<file path="src/rtl/i2s_pkg.sv">
// ---------------------------------------------------------------------------
// i2s_pkg
// Shared definitions for the I2S DAC transmit path: the sample width, the
// serializer state encoding and the LRCK level that marks the left channel.
// ---------------------------------------------------------------------------
package i2s_pkg;

   // Sample width in bits; also the number of data slots sent per channel.
   localparam int DATA_W = 16;

   // AUD_DACLRCK level that selects the left channel.
   localparam logic LRCK_LEFT = 1'b0;

   typedef enum logic [2:0] {
      IDLE      = 3'd0,
      WAIT_FALL = 3'd1,
      WAIT_RISE = 3'd2,
      DELAY     = 3'd3,
      SHIFT     = 3'd4
   } dac_state_t;

endpackage

</file>
<file path="src/rtl/dac_serializer_if.sv">
// ---------------------------------------------------------------------------
// dac_serializer_if
// Player <-> serializer handshake.
//   request_play_data : serializer -> player, one-cycle "send next sample"
//   play_data         : player -> serializer, two's complement sample
//   play_valid        : player -> serializer, play_data valid this cycle
// Modports: master = player side, slave = serializer side.
// ---------------------------------------------------------------------------
interface dac_serializer_if;
   import i2s_pkg::*;

   logic              request_play_data;
   logic [DATA_W-1:0] play_data;
   logic              play_valid;

   modport master (
      input  request_play_data,
      output play_data,
      output play_valid
   );

   modport slave (
      output request_play_data,
      input  play_data,
      input  play_valid
   );

endinterface

</file>
<file path="src/rtl/dac_shifter.sv">
// ---------------------------------------------------------------------------
// dac_shifter
// Loadable MSB-first shift register with a bit counter.
//   clk         : bit clock, flops update on the falling edge
//   rst         : synchronous active-high reset
//   load_i      : load load_data_i and clear the counter
//   load_data_i : word to serialize
//   shift_i     : shift left one place and advance the counter
//   msb_o       : current MSB (the bit being sent)
//   done_o      : counter is on the last bit of the word
// ---------------------------------------------------------------------------
module dac_shifter
   import i2s_pkg::*;
(
   input  logic              clk,
   input  logic              rst,
   input  logic              load_i,
   input  logic [DATA_W-1:0] load_data_i,
   input  logic              shift_i,
   output logic              msb_o,
   output logic              done_o
);

   localparam int CNT_W = $clog2(DATA_W);

   logic [DATA_W-1:0] shift_q;
   logic [CNT_W-1:0]  cnt_q;

   // Shift register and bit counter; the counter wraps to 0 after the last bit.
   always_ff @(negedge clk) begin
      if (rst) begin
         shift_q <= '0;
         cnt_q   <= '0;
      end else if (load_i) begin
         shift_q <= load_data_i;
         cnt_q   <= '0;
      end else if (shift_i) begin
         shift_q <= {shift_q[DATA_W-2:0], 1'b0};
         cnt_q   <= cnt_q + CNT_W'(1);
      end
   end

   assign msb_o  = shift_q[DATA_W-1];
   assign done_o = (cnt_q == CNT_W'(DATA_W - 1));

endmodule

</file>
<file path="src/rtl/dac_serializer.sv">
// ---------------------------------------------------------------------------
// dac_serializer
// WM8731 DAC transmit path: takes PCM samples from the player through a
// one-entry buffer and sends them MSB-first in I2S format (one-slot delay
// after each LRCK edge). All flops run on the falling edge of AUD_BCLK so the
// codec can sample AUD_DACDAT on the rising edge.
//   clk               : AUD_BCLK
//   rst               : synchronous active-high reset
//   start             : level enable, registered before use
//   AUD_DACLRCK       : codec frame clock, low = left, high = right
//   AUD_DACDAT        : serial data to codec (registered)
//   underrun          : one-cycle pulse when a left frame starts with no sample
//   play              : player handshake (request_play_data/play_data/play_valid)
// Build option DAC_DUAL_MONO_EN: repeat the left sample in the right channel;
// without it the right channel is silent.
// ---------------------------------------------------------------------------
module dac_serializer
   import i2s_pkg::*;
(
   input  logic            clk,
   input  logic            rst,
   input  logic            start,
   input  logic            AUD_DACLRCK,
   output logic            AUD_DACDAT,
   output logic            underrun,
   dac_serializer_if.slave play
);

   dac_state_t        state_q;
   logic              lrck_q;
   logic              start_q;
   logic              dacdat_q;
   logic              req_q;
   logic              underrun_q;
   logic              buf_full_q;
   logic              buf_full_d;
   logic [DATA_W-1:0] buf_q;
   logic [DATA_W-1:0] buf_d;

   logic              fall_s;
   logic              load_left_s;
   logic              load_s;
   logic [DATA_W-1:0] load_data_s;
   logic              msb_s;
   logic              done_s;

`ifdef DAC_DUAL_MONO_EN
   logic              rise_s;
   logic              right_q;   // word in flight is the right-channel repeat
   logic [DATA_W-1:0] copy_q;    // left sample kept for the right channel
   assign rise_s = ~lrck_q & (AUD_DACLRCK != LRCK_LEFT);
`endif

   assign fall_s      = lrck_q & (AUD_DACLRCK == LRCK_LEFT);
   assign load_left_s = (state_q == WAIT_FALL) & fall_s;

   // Shifter load select: buffered sample (or silence) at a left frame start,
   // the kept copy at a right frame start.
   always_comb begin
      load_s      = 1'b0;
      load_data_s = '0;
      if (load_left_s) begin
         load_s      = 1'b1;
         load_data_s = buf_full_q ? buf_q : '0;
      end
`ifdef DAC_DUAL_MONO_EN
      else if ((state_q == WAIT_RISE) && rise_s) begin
         load_s      = 1'b1;
         load_data_s = copy_q;
      end
`endif
      else begin
         load_s      = 1'b0;
         load_data_s = '0;
      end
   end

   // One-entry buffer: a load frees the slot in the same cycle, so a sample
   // arriving with the load is kept; a sample arriving while full is dropped.
   always_comb begin
      buf_full_d = buf_full_q;
      buf_d      = buf_q;
      if (play.play_valid && (!buf_full_q || load_left_s)) begin
         buf_full_d = 1'b1;
         buf_d      = play.play_data;
      end else if (load_left_s) begin
         buf_full_d = 1'b0;
         buf_d      = buf_q;
      end else begin
         buf_full_d = buf_full_q;
         buf_d      = buf_q;
      end
   end

   dac_shifter u_shifter (
      .clk         (clk),
      .rst         (rst),
      .load_i      (load_s),
      .load_data_i (load_data_s),
      .shift_i     (state_q == SHIFT),
      .msb_o       (msb_s),
      .done_o      (done_s)
   );

   // Frame FSM with registered data, request and underrun outputs.
   always_ff @(negedge clk) begin
      if (rst) begin
         state_q    <= IDLE;
         lrck_q     <= 1'b1;
         start_q    <= 1'b0;
         dacdat_q   <= 1'b0;
         req_q      <= 1'b0;
         underrun_q <= 1'b0;
         buf_full_q <= 1'b0;
         buf_q      <= '0;
`ifdef DAC_DUAL_MONO_EN
         right_q    <= 1'b0;
         copy_q     <= '0;
`endif
      end else begin
         lrck_q     <= AUD_DACLRCK;
         start_q    <= start;
         buf_full_q <= buf_full_d;
         buf_q      <= buf_d;
         // Data leaves the MSB one edge after SHIFT is entered; silent elsewhere.
         dacdat_q   <= (state_q == SHIFT) ? msb_s : 1'b0;
         req_q      <= 1'b0;
         underrun_q <= 1'b0;
         case (state_q)
            IDLE: begin
               if (start_q) begin
                  state_q <= WAIT_FALL;
                  req_q   <= 1'b1;
               end
            end
            WAIT_FALL: begin
               if (fall_s) begin
                  state_q    <= DELAY;
                  underrun_q <= ~buf_full_q;
`ifdef DAC_DUAL_MONO_EN
                  right_q    <= 1'b0;
                  copy_q     <= load_data_s;
`endif
               end
            end
`ifdef DAC_DUAL_MONO_EN
            WAIT_RISE: begin
               if (rise_s) begin
                  state_q <= DELAY;
                  right_q <= 1'b1;
               end
            end
`endif
            DELAY: begin
               state_q <= SHIFT;
`ifdef DAC_DUAL_MONO_EN
               req_q   <= ~right_q;
`else
               req_q   <= 1'b1;
`endif
            end
            SHIFT: begin
               if (done_s) begin
                  if (!start_q) begin
                     state_q <= IDLE;
`ifdef DAC_DUAL_MONO_EN
                  end else if (!right_q) begin
                     state_q <= WAIT_RISE;
`endif
                  end else begin
                     state_q <= WAIT_FALL;
                  end
               end
            end
            default: state_q <= IDLE;
         endcase
      end
   end

   assign AUD_DACDAT             = dacdat_q;
   assign underrun               = underrun_q;
   assign play.request_play_data = req_q;

endmodule
</file>
<file path="src/flat_wrapper.sv">
// flat-port wrapper written by rule: the top's interface ports become plain ports
module dac_serializer_flat import i2s_pkg::*;
  (clk, rst, start, AUD_DACLRCK, AUD_DACDAT, underrun, play_request_play_data, play_play_data, play_play_valid);
  dac_serializer_if play_i ();
  input  logic clk;
  input  logic rst;
  input  logic start;
  input  logic AUD_DACLRCK;
  output logic AUD_DACDAT;
  output logic underrun;
  output wire logic [$bits(play_i.request_play_data)-1:0] play_request_play_data;
  input wire logic [$bits(play_i.play_data)-1:0] play_play_data;
  input wire logic [$bits(play_i.play_valid)-1:0] play_play_valid;
  assign play_request_play_data = play_i.request_play_data;
  assign play_i.play_data = play_play_data;
  assign play_i.play_valid = play_play_valid;
  dac_serializer u_core (.clk(clk), .rst(rst), .start(start), .AUD_DACLRCK(AUD_DACLRCK), .AUD_DACDAT(AUD_DACDAT), .underrun(underrun), .play(play_i));
endmodule
</file>
<file path="config.mk">
export PLATFORM = sky130hd
export DESIGN_NAME = dac_serializer_flat
export DESIGN_NICKNAME = d
export VERILOG_FILES = /design/src/rtl/i2s_pkg.sv /design/src/rtl/dac_serializer_if.sv /design/src/rtl/dac_shifter.sv /design/src/rtl/dac_serializer.sv /design/src/flat_wrapper.sv
export SDC_FILE = /design/constraint.sdc
export NUM_CORES = 1
export LEC_CHECK = 0
export CAP_MARGIN = 20
export CORE_UTILIZATION = 35
export DETAILED_ROUTE_END_ITERATION = 7
export PLACE_DENSITY = 0.66
export SLEW_MARGIN = 15
export SYNTH_ARGS = -nofsm -noshare
export SYNTH_HDL_FRONTEND = slang
export SYNTH_HIERARCHICAL = 1
export SYNTH_SLANG_ARGS = --single-unit
</file>
<file path="constraint.sdc">
create_clock -name clk -period 1.75 [get_ports clk]
set_input_delay 0.175 -clock clk [delete_from_list [all_inputs] [get_ports clk]]
set_output_delay 0.175 -clock clk [all_outputs]
set_load 0.01 [all_outputs]
</file>
Word level (Yosys, flattened, before mapping)
Index checks and enable logic that the tools add are counted.
{ "totals": {"mem_bits_rw": 0, "mem_bits_ro": 0, "latchBits": 0, "word_cells": 49, "memories": 0, "out_inout_bits": 3, "register_bits": 45, "inputBits": 21} }
{ "classes": {"magnitude_cmp": 0, "n_mul": 0, "div_mod_pow": 0, "n_addsub": 1, "reduce_logical": 10, "n_eq_ne": 7, "shift": 0, "n_bitwise": 7, "n_mux": 14} }
{ "op_table": {"columns": ["cell", "n"], "rows": [
  ["$mux W16", 4],
  ["$pmux W3 S4", 1],
  ["$mux W3", 3],
  ["$ne A2 B1 Y1 const B", 3],
  ["$mux W1", 5],
  ["$not A1 Y1", 5],
  ["$add A4 B1 Y4 const B", 1],
  ["$eq A4 B4 Y1 const B", 1],
  ["$reduce_bool A2 Y1", 2],
  ["$reduce_or A2 Y1", 2],
  ["$eq A3 B1 Y1 const B", 1],
  ["$eq A3 B2 Y1 const B", 1],
  ["$eq A3 B3 Y1 const B", 1],
  ["$logic_not A3 Y1", 1],
  ["$reduce_and A3 Y1", 1],
  ["$reduce_or A3 Y1", 1],
  ["$and A1 B1 Y1", 2],
  ["$pmux W1 S2", 1],
  ["$logic_and A1 B1 Y1", 1],
  ["$logic_not A1 Y1", 1],
  ["$logic_or A1 B1 Y1", 1]
]} }

Depth between registers and ports, before layout
Gate-level depths: netlist of run 1.
{ "logic_depth": {"ltp_word": 6, "ltp_mapped": 6, "ltp_nobuf": 5} }

Cells and area by module
The synthesis of run 1 kept the hierarchy.
{ "modules_own_cells": {"columns": ["mod", "cells_per_inst", "area_each_um2", "seq_area_each_um2", "n_inst"], "rows": [
  ["dac_serializer", 121, 1182.4, 500.5, 1],
  ["dac_shifter", 90, 967.2, 400.4, 1]
]} }

==> flow_summary.toml, run 1 <==
[synth]
ys_ff_latch = 45
yosysSeqAreaShare_pct = 41.9
synthesis.nets = 233
synthesis.area_mm2 = 0.00215
yosysTopAreaCell = "dfxtp_1"
ys.flop_type = "dfxtp_1"
yosysUniqueCellTypes = 39
synth_commonest_cells = "dfxtp_1 (45), mux2i_1 (32), nand2b_1 (32), and2_1 (16), nor2b_1 (16)"
synth.area.top_cells = "dfxtp_1 (42%), mux2i_1 (15%), nand2b_1 (9.3%)"
synth_top_area_share_pct = 41.9
async_flop_share_pct = 0
synth.avg_cell_area_um2 = 10.2
synthCells = 211
synth-edff-count = 0
post-synth-top-count-cell = "dfxtp_1"
ys.warnings.count = 6

[sta]
setup-tns-final_ps = -199
post_route_hold_slack_ps = 469
finalWorstSetupSlack_ps = -72.2
setup_viol_count_final = 4
clock-skew-final_ps = 11.6
slew_viol_final = 0
timing_hold_violations_final = 0
timing.slew.headroom_pct = 80.5
worst_slew_pin_slew_ps = 292
grt_setup_unrepaired = "yes"

[grt]
largest_net_degree_at_the_start_of_global_routing = 24
gr-total-overflow = 0
grt_antenna_before_repair = 0
vias_in_the_first_global_route = 1710
gr-usage-all-layers_pct = 14.3
wire_length_of_the_first_global_routing_pass_um = 7150

[worst_hold_path]
worst_hold_path_stage_count = 2
hp-start = "u_core/buf_q[5]"
hp-class = "reg -> reg"
holdPathEnd = "u_core/buf_q[5]"

[floorplanning]
core_mm2 = 0.00592
fp.dieH_um = 80.4
ios = 24
core.rowCount = 28
floorplan.initialDensity_pct = 36.3
dieWidth_um = 80.4
dieArea_mm2 = 0.00646

[clocking]
cts_num_sinks = 45
cts-root-buf = "clkbuf_8"
cts.reportedPaths.clkPinSlew_ps = 30
cts-buffers-inserted = 5
cts_htree_levels = 2
max-clock-path-buffers = 2
cts_tree = "done"
cts-hold-fix-buffers = 0
worstSkewPairLatency_ps = 360

[critical_path]
worst-path-max-fanout = 1
worst-endpoint-arrival_ps = 1650
path_cells = "buf_2"
required_time_of_the_critical_path_ps = 1570
critical_path.max_stage_delay_ps = 300
timing.setup.critical_path_class = "reg -> out"
critical_path.reg2reg.startpoint = "u_core/state_q[0]"
critical_path.endpoint_type = "output port"
terminus_of_the_critical_flop_to_flop_path = "u_core/u_shifter/shift_q[15]"
r2r_setup_slack_ps = 240
ff2ff_path_depth = 5
worstPathBufferInverterCount = 1
worst_path_max_delay_cell = "dfxtp_1"
setup.worst_path.start_class = "flop"
worst_path_dominant_cell_family = "flip-flops"

[routing]
drt_drc_violations_left = 0
detail_route.iter0.violations = 44
route.antenna.remaining_nets = 0
total_wire_length_um = 4080
drt-vias-per-instance = 4.61
wire_per_inst_um = 11.3
num_vias = 1666
drtPass1Iterations = 4

[cells_and_area]
n_antenna_cell = 0
post_route_cells_drive_above_1_share_pct = 19.2
final_cell_count_no_fill = 361
final_net_count = 308
layout-area-overhead-vs-synth_pct = 33.7
filler_cell_count = 565

[place]
placed_cells = 308
port_buffers = 23
dp_slack_ps = -757
dp_hpwl_um = 2550
globalplace.congestion = 0.740

[power]
p_leak_nw = 1.30
power.total_mw = 2.52
power-per-cell-area_mw_per_mm2 = 876
power.ir.vdd_worst_uv = 493

[outcome]
failing_checks = "setup timing"
status = "finished, violations left"

[run]
maxCapViolations = 0
how the worst max path moves through the flow:
stage / start / endpoint / slack, ps / cells past startpoint
after floorplan: AUD_DACLRCK / u_core/u_shifter/shift_q[7] / -210 / 6
after global placement: AUD_DACLRCK / u_core/u_shifter/shift_q[2] / -740 / 6
after detailed placement: AUD_DACLRCK / u_core/u_shifter/shift_q[5] / -760 / 7
after CTS: u_core/underrun / underrun / -100 / 1
after global routing: u_core/AUD_DACDAT / AUD_DACDAT / -120 / 1
final: u_core/underrun / underrun / -70 / 1
through the flow:
stage	util, %	instance area (um^2)
after floorplan	-	2190
after global placement	43.1	2550
after detailed placement	43.1	2550
after CTS	48.3	2860
after global routing	48.5	2870
final	48.5	2870
cell usage in the layout, fill, tap and decap left out, types with 2 or more instances in the layout:
master and instances:
and4_4 2, buf_4 7, clkbuf_8 5, nor3_1 5
and2_4 7, nor2_1 3, nor3b_1 2, nor2b_1 15
dfxtp_1 45, buf_2 5, a21oi_1 2, and2_1 10
buf_12 4, nand2b_1 32, a211oi_1 9, mux2i_1 32
clkdlybuf4s50_1 17, inv_1 47, buf_6 2, a211oi_2 7
area by class of cell:
class	count	area [um^2]	area share, %
tap	75	93.8	3.27
timing repair buffer	37	390	13.6
multi-input combinational	148	1190	41.6
clock inverter	47	205	7.14
clock buffer	5	68.8	2.39
inverter	4	20.0	0.697
sequential	45	901	31.3
what timing repair did:
item                       4_1_cts  5_1_grt
setup endpoints to repair       40       17
resized for setup               28        7
cloned                           2        0
pin swaps                        6        3
buffers inserted                 1        0
metal layers:
metal | GRT usage [%] | vias to the layer above | share of wire (%)
met3 | 5.91 | 5 | 2.9
met5 | 0 | - | 0
met1 | 16.7 | 766 | 48
met2 | 21.2 | 27 | 48
li1 | - | 868 | -
met4 | 10.0 | 0 | 1.3
report_power, final:
| part | internal, mW | total (mW) | switching (mW) |
|---|---|---|---|
| logic | 0.155 | 0.262 | 0.108 |
| registers | 1.08 | 1.11 | 0.0303 |
| clock network | 0.553 | 1.14 | 0.590 |
| total | 1.79 | 2.52 | 0.728 |
cell families (layout without fill, tap and decap cells):
family	after synthesis	in the layout	share of synthesized area (%)
mux	33	33	15.4
simple gates	88	89	26.3
xor+xnor	1	1	0.408
fa+ha+maj	1	1	0.582
buf+inv	19	93	4.83
flops	45	45	41.9
compound gates	24	24	10.5
flip-flops by register name, indices dropped and copies added, names as in the netlist:
| name | flops |
|---|---|
| u_core/buf_full_q | 1 |
| u_core/state_q | 3 |
| u_core/u_shifter/shift_q | 16 |
| u_core/underrun | 1 |
| u_core/buf_q | 16 |
| u_core/AUD_DACDAT | 1 |
| u_core/play.request_play_data | 1 |
| u_core/lrck_q | 1 |
| u_core/u_shifter/cnt_q | 4 |
| u_core/start_q | 1 |
Note: power is estimated with default switching activity, not from simulation.
==> inputs of run 2 (changes only) <==
--- a/config.mk
+++ b/config.mk
@@ -8,6 +8,7 @@
 export CAP_MARGIN = 20
 export CORE_UTILIZATION = 35
 export DETAILED_ROUTE_END_ITERATION = 7
+export GPL_ROUTABILITY_DRIVEN = 0
 export PLACE_DENSITY = 0.66
 export SLEW_MARGIN = 15
 export SYNTH_ARGS = -nofsm -noshare
==> results of run 2 <==
No change in the layout: final DEF, timing and power equal those of run 1.
